$ cat src/rtl/draw_score_if.sv
// vga_if: VGA timing bundle passed between render stages.
interface vga_if;
    logic [10:0] hcount;
    logic [10:0] vcount;
    logic        hblnk;
    logic        vblnk;
    logic        hsync;
    logic        vsync;
    modport master (output hcount, vcount, hblnk, vblnk, hsync, vsync);
    modport slave  (input  hcount, vcount, hblnk, vblnk, hsync, vsync);
endinterface

$ cat src/rtl/draw_score.sv
// draw_score: overlays two frame-synchronised 3-digit BCD scores on the pixel stream, 2-cycle latency.
module draw_score #(
    parameter int P1_X       = 16,
    parameter int P1_Y       = 8,
    parameter int P2_X       = 720,
    parameter int P2_Y       = 8,
    parameter int SCALE_LOG2 = 1,
    parameter int RGB_B      = 12,
    parameter logic [RGB_B-1:0] FG_COLOR = 12'hFFF
) (
    input  logic             clk,
    input  logic             rst,
    input  logic             point1,
    input  logic             point2,
    input  logic             clr,
    vga_if.slave             vga_in,
    input  logic [RGB_B-1:0] rgb_i,
    vga_if.master            vga_out,
    output logic [RGB_B-1:0] rgb_o
);
    localparam logic [10:0] BOX_W = 11'(24 << SCALE_LOG2);
    localparam logic [10:0] BOX_H = 11'(16 << SCALE_LOG2);
    localparam logic [7:0] GLYPH [160] = '{
        8'h00,8'h00,8'h7C,8'hC6,8'hC6,8'hCE,8'hDE,8'hF6,8'hE6,8'hC6,8'hC6,8'h7C,8'h00,8'h00,8'h00,8'h00,
        8'h00,8'h00,8'h18,8'h38,8'h78,8'h18,8'h18,8'h18,8'h18,8'h18,8'h18,8'h7E,8'h00,8'h00,8'h00,8'h00,
        8'h00,8'h00,8'h7C,8'hC6,8'h06,8'h0C,8'h18,8'h30,8'h60,8'hC0,8'hC6,8'hFE,8'h00,8'h00,8'h00,8'h00,
        8'h00,8'h00,8'h7C,8'hC6,8'h06,8'h06,8'h3C,8'h06,8'h06,8'h06,8'hC6,8'h7C,8'h00,8'h00,8'h00,8'h00,
        8'h00,8'h00,8'h0C,8'h1C,8'h3C,8'h6C,8'hCC,8'hFE,8'h0C,8'h0C,8'h0C,8'h1E,8'h00,8'h00,8'h00,8'h00,
        8'h00,8'h00,8'hFE,8'hC0,8'hC0,8'hC0,8'hFC,8'h06,8'h06,8'h06,8'hC6,8'h7C,8'h00,8'h00,8'h00,8'h00,
        8'h00,8'h00,8'h38,8'h60,8'hC0,8'hC0,8'hFC,8'hC6,8'hC6,8'hC6,8'hC6,8'h7C,8'h00,8'h00,8'h00,8'h00,
        8'h00,8'h00,8'hFE,8'hC6,8'h06,8'h06,8'h0C,8'h18,8'h30,8'h30,8'h30,8'h30,8'h00,8'h00,8'h00,8'h00,
        8'h00,8'h00,8'h7C,8'hC6,8'hC6,8'hC6,8'h7C,8'hC6,8'hC6,8'hC6,8'hC6,8'h7C,8'h00,8'h00,8'h00,8'h00,
        8'h00,8'h00,8'h7C,8'hC6,8'hC6,8'hC6,8'h7E,8'h06,8'h06,8'h06,8'h0C,8'h78,8'h00,8'h00,8'h00,8'h00
    };

    function automatic logic [11:0] bcd_inc(input logic [11:0] v);
        return (v == 12'h999)    ? v :
               (v[3:0] != 4'd9) ? {v[11:4], v[3:0] + 4'd1} :
               (v[7:4] != 4'd9) ? {v[11:8], v[7:4] + 4'd1, 4'd0} :
                                  {v[11:8] + 4'd1, 8'd0};
    endfunction

    logic [11:0] r_cnt1, r_cnt2, r_sh1, r_sh2;
    logic        r_vblnk_q;
    logic        r1_in, r1_blank, r1_hb, r1_vb, r1_hs, r1_vs;
    logic [3:0]  r1_dig, r1_row;
    logic [2:0]  r1_bit;
    logic [10:0] r1_h, r1_v;
    logic [RGB_B-1:0] r1_rgb;
    logic        r2_hb, r2_vb, r2_hs, r2_vs;
    logic [10:0] r2_h, r2_v;
    logic [10:0] w_dx1, w_dy1, w_dx2, w_dy2, w_dx, w_dy;
    logic        w_in1, w_in2, w_in, w_blank, w_px;
    logic [11:0] w_sh;
    logic [4:0]  w_col;
    logic [3:0]  w_row, w_dig;
    logic [7:0]  w_idx, w_glyph;

    // Unsigned wrap on the subtraction is harmless: the >= test rejects it.
    assign w_dx1 = vga_in.hcount - 11'(P1_X);
    assign w_dy1 = vga_in.vcount - 11'(P1_Y);
    assign w_dx2 = vga_in.hcount - 11'(P2_X);
    assign w_dy2 = vga_in.vcount - 11'(P2_Y);
    assign w_in1 = vga_in.hcount >= 11'(P1_X) && w_dx1 < BOX_W && vga_in.vcount >= 11'(P1_Y) && w_dy1 < BOX_H;
    assign w_in2 = vga_in.hcount >= 11'(P2_X) && w_dx2 < BOX_W && vga_in.vcount >= 11'(P2_Y) && w_dy2 < BOX_H;
    assign w_in  = w_in1 | w_in2;
    assign w_dx  = w_in1 ? w_dx1 : w_in2 ? w_dx2 : 11'd0;
    assign w_dy  = w_in1 ? w_dy1 : w_in2 ? w_dy2 : 11'd0;
    assign w_sh  = w_in1 ? r_sh1 : r_sh2;
    assign w_col = 5'(w_dx >> SCALE_LOG2);
    assign w_row = 4'(w_dy >> SCALE_LOG2);
    assign w_dig = (w_col[4:3] == 2'd0) ? w_sh[11:8] : (w_col[4:3] == 2'd1) ? w_sh[7:4] : w_sh[3:0];
    assign w_blank = (w_col[4:3] == 2'd0 && w_sh[11:8] == 4'd0) || (w_col[4:3] == 2'd1 && w_sh[11:4] == 8'd0);
    assign w_idx   = (r1_in && r1_dig < 4'd10) ? {r1_dig, r1_row} : 8'd0;
    assign w_glyph = GLYPH[w_idx];
    assign w_px    = w_glyph[3'd7 - r1_bit];

    always_ff @(posedge clk) begin
        if (!rst) begin
            r_cnt1    <= '0;
            r_cnt2    <= '0;
            r_sh1     <= '0;
            r_sh2     <= '0;
            r_vblnk_q <= 1'b0;
        end else begin
            r_cnt1    <= clr ? 12'h000 : point1 ? bcd_inc(r_cnt1) : r_cnt1;
            r_cnt2    <= clr ? 12'h000 : point2 ? bcd_inc(r_cnt2) : r_cnt2;
            r_vblnk_q <= vga_in.vblnk;
            if (vga_in.vblnk && !r_vblnk_q) begin
                r_sh1 <= r_cnt1;
                r_sh2 <= r_cnt2;
            end
        end
    end

    always_ff @(posedge clk) begin
        if (!rst) begin
            {r1_in, r1_blank, r1_dig, r1_row, r1_bit, r1_rgb} <= '0;
            {r1_h, r1_v, r1_hb, r1_vb, r1_hs, r1_vs}          <= '0;
            {r2_h, r2_v, r2_hb, r2_vb, r2_hs, r2_vs, rgb_o}   <= '0;
        end else begin
            r1_in    <= w_in;
            r1_blank <= w_blank;
            r1_dig   <= w_dig;
            r1_row   <= w_row;
            r1_bit   <= w_col[2:0];
            r1_rgb   <= rgb_i;
            {r1_h, r1_v, r1_hb, r1_vb, r1_hs, r1_vs} <=
                {vga_in.hcount, vga_in.vcount, vga_in.hblnk, vga_in.vblnk, vga_in.hsync, vga_in.vsync};
            {r2_h, r2_v, r2_hb, r2_vb, r2_hs, r2_vs} <= {r1_h, r1_v, r1_hb, r1_vb, r1_hs, r1_vs};
            rgb_o <= (r1_in && !r1_blank && w_px && !r1_hb && !r1_vb) ? FG_COLOR : r1_rgb;
        end
    end

    assign vga_out.hcount = r2_h;
    assign vga_out.vcount = r2_v;
    assign vga_out.hblnk  = r2_hb;
    assign vga_out.vblnk  = r2_vb;
    assign vga_out.hsync  = r2_hs;
    assign vga_out.vsync  = r2_vs;
endmodule
$ cat src/flat_wrapper.sv
// flat-port wrapper written by rule: the top's interface ports become plain ports
module draw_score_flat 
#(
    parameter int P1_X       = 16,
    parameter int P1_Y       = 8,
    parameter int P2_X       = 720,
    parameter int P2_Y       = 8,
    parameter int SCALE_LOG2 = 1,
    parameter int RGB_B      = 12,
    parameter logic [RGB_B-1:0] FG_COLOR = 12'hFFF
)
  (clk, rst, point1, point2, clr, rgb_i, rgb_o, vga_in_hcount, vga_in_vcount, vga_in_hblnk, vga_in_vblnk, vga_in_hsync, vga_in_vsync, vga_out_hcount, vga_out_vcount, vga_out_hblnk, vga_out_vblnk, vga_out_hsync, vga_out_vsync);
  vga_if vga_in_i ();
  vga_if vga_out_i ();
  input  logic clk;
  input  logic rst;
  input  logic point1;
  input  logic point2;
  input  logic clr;
  input  logic [RGB_B-1:0] rgb_i;
  output logic [RGB_B-1:0] rgb_o;
  input wire logic [$bits(vga_in_i.hcount)-1:0] vga_in_hcount;
  input wire logic [$bits(vga_in_i.vcount)-1:0] vga_in_vcount;
  input wire logic [$bits(vga_in_i.hblnk)-1:0] vga_in_hblnk;
  input wire logic [$bits(vga_in_i.vblnk)-1:0] vga_in_vblnk;
  input wire logic [$bits(vga_in_i.hsync)-1:0] vga_in_hsync;
  input wire logic [$bits(vga_in_i.vsync)-1:0] vga_in_vsync;
  output wire logic [$bits(vga_out_i.hcount)-1:0] vga_out_hcount;
  output wire logic [$bits(vga_out_i.vcount)-1:0] vga_out_vcount;
  output wire logic [$bits(vga_out_i.hblnk)-1:0] vga_out_hblnk;
  output wire logic [$bits(vga_out_i.vblnk)-1:0] vga_out_vblnk;
  output wire logic [$bits(vga_out_i.hsync)-1:0] vga_out_hsync;
  output wire logic [$bits(vga_out_i.vsync)-1:0] vga_out_vsync;
  assign vga_in_i.hcount = vga_in_hcount;
  assign vga_in_i.vcount = vga_in_vcount;
  assign vga_in_i.hblnk = vga_in_hblnk;
  assign vga_in_i.vblnk = vga_in_vblnk;
  assign vga_in_i.hsync = vga_in_hsync;
  assign vga_in_i.vsync = vga_in_vsync;
  assign vga_out_hcount = vga_out_i.hcount;
  assign vga_out_vcount = vga_out_i.vcount;
  assign vga_out_hblnk = vga_out_i.hblnk;
  assign vga_out_vblnk = vga_out_i.vblnk;
  assign vga_out_hsync = vga_out_i.hsync;
  assign vga_out_vsync = vga_out_i.vsync;
  draw_score #(.P1_X(P1_X), .P1_Y(P1_Y), .P2_X(P2_X), .P2_Y(P2_Y), .SCALE_LOG2(SCALE_LOG2), .RGB_B(RGB_B), .FG_COLOR(FG_COLOR)) u_core (.clk(clk), .rst(rst), .point1(point1), .point2(point2), .clr(clr), .vga_in(vga_in_i), .rgb_i(rgb_i), .vga_out(vga_out_i), .rgb_o(rgb_o));
endmodule
$ cat config.mk
export PLATFORM = sky130hd
export DESIGN_NAME = draw_score_flat
export DESIGN_NICKNAME = d
export VERILOG_FILES = /design/src/rtl/draw_score_if.sv /design/src/rtl/draw_score.sv /design/src/flat_wrapper.sv
export SDC_FILE = /design/constraint.sdc
export NUM_CORES = 1
export LEC_CHECK = 0
export CORE_UTILIZATION = 45
export CTS_BUF_LIST = sky130_fd_sc_hd__clkbuf_2 sky130_fd_sc_hd__clkbuf_4 sky130_fd_sc_hd__clkbuf_8
export CTS_CLUSTER_DIAMETER = 100
export DETAILED_ROUTE_END_ITERATION = 8
export GPL_TIMING_DRIVEN = 0
export PLACE_DENSITY_LB_ADDON = 0.2
export SLEW_MARGIN = 25
export SYNTH_ARGS = -nofsm -noshare
export SYNTH_HDL_FRONTEND = slang
export SYNTH_SLANG_ARGS = --single-unit
$ cat constraint.sdc
create_clock -name clk -period 3.86 [get_ports clk]
set_clock_uncertainty 0.2 [all_clocks]
set_input_delay 0.386 -clock clk [delete_from_list [all_inputs] [get_ports clk]]
set_output_delay 0.386 -clock clk [all_outputs]
set_load 0.03 [all_outputs]
==> results.md <==
* Area of the multi-input gates at 3320 µm²
* Max-slew headroom at 0.488
* Final net count at 881
* Storage cell area at 2740 µm²
* Reg-to-reg startpoint: u_core.r1_dig[2]
* Max Clk Rate at 269 MHz
* Commonest register cell after synthesis: dfxtp_1
* Number of global-route vias before repair at 5493
* First-pass GRT wire length at 28.5 mm
* Filler cells at 1222
* Avg WL per Cell at 17.6 µm
* Worst-Margin Slew at 0.760 ns
* Commonest non-fill, non-tap cell in the layout: dfxtp_1
* Crit path launch type: flip-flop
* Clock slew at reported path FFs at 0.08 ns
* Yosys reg bits at 137
* MaxCap Viol Count at 0
* Syn Std Cell Area at 6310 µm²
* CTS tree: done
* Placed insts at 973
* R2R Setup Slk at 0.15 ns
* Core area at 13500 µm²
* Worst r2r dst: u_core.rgb_o[9]
* Area growth syn-to-layout at 24.5%
* Clk root buf: clkbuf_8
* Crit path time final at 3.71 ns
* Top-area cell type share of the netlist area at 0.434
* Clk_lat worst skew at 0.45 ns
* Yosys Warn Count at 0
* Port bufs at 79
* Arr. time, crit path at 3.90 ns
* WL final at 17.8 mm
* Period Utilization, post-route at 0.962
* Cts bufs inserted at 17
* Area leader, netlist: dfxtp_1
* Syn_area_per_cell at 8.79 µm²
* Outcome: finished, final reports clean
* Async set-reset flop share out of synthesis at 0
* Net Sw Power at 0.680 mW
* Placed wire-length estimate at 13.3 mm
* Pwr dens at 369 nW/µm²
* Sw frac at 0.234
* HP Start: u_core.r1_rgb[0]
* CP Cell Sequence: clkbuf_4, o21ai_4, nand2_4, buf_6, nor2_4, buf_4, inv_1, ha_1, a22oi_1, a2bb2oi_1, o311a_1, o21ai_0, a32o_1, a311oi_2, buf_4, clkbuf_4, a21o_1
* Total Routing Usage GR at 0.257
* Hold Path Depth at 1
* Worst setup margin at 0.145 ns
* Flop pwr share at 0.504
* H-tree levels at 4
* Via count at 5633
* Synth unique cells at 74
* Critical path class: flip-flop to flip-flop
* Max clock buf depth at 2
* Clk pwr share at 0.423
* Share of cells above drive strength 1 at 0.0862
* EDFF count, synth at 0
* Final Slew Violations at 0
* Largest stage delay, worst path at 0.42 ns
* First-pass detailed-route iteration total at 5
* Synth area leaders: dfxtp_1 43%, and2_1 6.4%, nand2_1 4.6%, a21boi_0 3.2%, ha_1 3.2%
* Rows at 42
* Comb power frac at 0.073
* N_diodes at 0
* Initial antenna violation count at 0
* Max Fanout on Critical Path at 10
* Slowest cell on the critical path: a2bb2oi_1
* Io pins at 81
* Initial Util at 0.469
* Die area at 14500 µm²
* Pint at 2.22 mW
* Fin cells at 1011
* Most frequent cells in the layout: 137 x dfxtp_1, 79 x clkdlybuf4s50_1, 76 x nand2_1, 65 x and2_1, 46 x nor2_1
* Worst VDD drop at 0.231 mV
* Post-DRT Antenna Nets at 0
* Total clock sinks at 137
* RePlAce Congestion at 0.973
* Post-Synthesis Cells at 718
* Worst reg2reg path depth at 17
* Largest net degree at the start of global routing at 20
* Setup violations, final at 0
* CP endpoint kind: flip-flop
* Starting DRT DRC Count at 413
* Die Wd at 120 µm
* Static leakage at 2.99 nW
* GR Overflow Total at 0
* Hold WC Path Type: flip-flop to flip-flop
* Syn_nets at 777
* Worst endpoint required time at 4.05 ns
* Die Y-Extent at 120 µm
* Worst Hold Path EP: u_core.rgb_o[0]
* Drt drc at 0
* Final hold viol count at 0
* Pre-CTS setup slack at -0.755 ns
* Sequential share of the synthesized area at 0.434
* Vias per Instance at 5.57
-- stage by stage --
step | hold WS, ns | TNS, ns | total power [mW] | instance area [µm²] | utilization
finish | 0.228 | 0 | 2.90 | 7860 | 0.584
floorplan | 0.203 | 0 | 1.60 | 6310 | -
global placement | 0.208 | -10.66 | 1.70 | 7330 | 0.545
detailed placement | 0.213 | -8.40 | 1.71 | 7330 | 0.545
global route | 0.246 | -0.00299 | 3.02 | 7860 | 0.584
CTS | 0.233 | 0 | 2.93 | 7830 | 0.582
-- cells by family after synthesis --
kind of cell | count (synthesis) | share of synthesized area
simple gates | 295 | 0.250
compound gates | 168 | 0.190
flops | 137 | 0.434
buf+inv | 71 | 0.0472
mux | 17 | 0.0271
fa+ha+maj | 16 | 0.0317
xor+xnor | 14 | 0.0194
-- worst max path at each step --
| stage | slack [ns] | from | endpoint |
|---|---|---|---|
| detailed placement | -0.75 | u_core.r1_in | u_core.rgb_o[1] |
| floorplan | 0.31 | u_core.r1_dig[2] | u_core.rgb_o[1] |
| global route | -0.003 | u_core.r1_dig[2] | u_core.rgb_o[2] |
| global placement | -0.94 | u_core.r1_in | u_core.rgb_o[9] |
| CTS | 0.02 | u_core.r1_dig[2] | u_core.rgb_o[9] |
| finish | 0.15 | u_core.r1_dig[2] | u_core.rgb_o[9] |
-- Yosys cell counts, drive strengths merged (6+ instances only) --
| master | n |
|---|---|
| a21boi | 27 |
| a21o | 13 |
| a21oi | 28 |
| and2 | 66 |
| and3 | 10 |
| buf | 14 |
| clkbuf | 34 |
| dfxtp | 137 |
| ha | 16 |
| inv | 22 |
| mux2i | 16 |
| nand2 | 77 |
| nand2b | 10 |
| nand3 | 9 |
| nand3b | 9 |
| nand4 | 6 |
| nor2 | 47 |
| nor2b | 14 |
| nor3 | 12 |
| nor3b | 6 |
| nor4 | 6 |
| o211ai | 9 |
| o21ai | 28 |
| xnor2 | 8 |
| xor2 | 6 |
-- layer usage --
metal | wire length [µm] | up-vias | GRT usage
li1 | - | 2717 | -
met1 | 7290 | 2657 | 0.300
met2 | 8690 | 223 | 0.436
met3 | 1470 | 36 | 0.0868
met4 | 362 | 0 | 0.0957
met5 | 0 | - | 0
-- critical path, delay by kind of cell, from the launching register on --
| kind | cells | cell delay (ns) |
|---|---|---|
| and+or+nand+nor | 2 | 0.27 |
| adders and majority gates | 1 | 0.22 |
| AOI/OAI and AO/OA | 8 | 1.72 |
| buffers and inverters | 6 | 0.93 |
| DFF | 1 | 0.31 |
-- repair_timing --
item                                    CTS  global route
endpoints found under the setup margin   12            12
gates resized for setup                  12            10
buffers inserted                          4             1
hold buffers                              1             0
pin swaps                                 2             5
endpoints found under the hold margin     1             0
gates cloned                              1             0
-- sequential cells by signal, indices dropped and copies added (netlist names), 11 cells and up --
signal and count:
u_core.rgb_o 12, u_core.r1_v 11, u_core.r_sh2 12, u_core.vga_out.hcount 11, u_core.vga_out.vcount 11, u_core.r1_rgb 12
u_core.r_cnt1 12, u_core.r_cnt2 12, u_core.r_sh1 12, u_core.r1_h 11
-- power groups by stage --
stage | combinational (mW) | clock [mW] | sequential [mW]
CTS | 0.213 | 1.26 | 1.46
global placement | 0.207 | 0 | 1.50
global route | 0.228 | 1.32 | 1.47
finish | 0.212 | 1.23 | 1.46
floorplan | 0.0761 | 0 | 1.53
detailed placement | 0.211 | 0 | 1.50
-- layout make-up --
cell class,count,area share
plain buffers,47,0.0286
clock buffers,19,0.0325
clock inverters,13,0.0212
inverters,23,0.0110
multi-input cells,510,0.422
flip-flops and latches,137,0.349
well taps,176,0.0280
repair buffers,86,0.108
No activity file was read; power rests on OpenSTA's default activity.
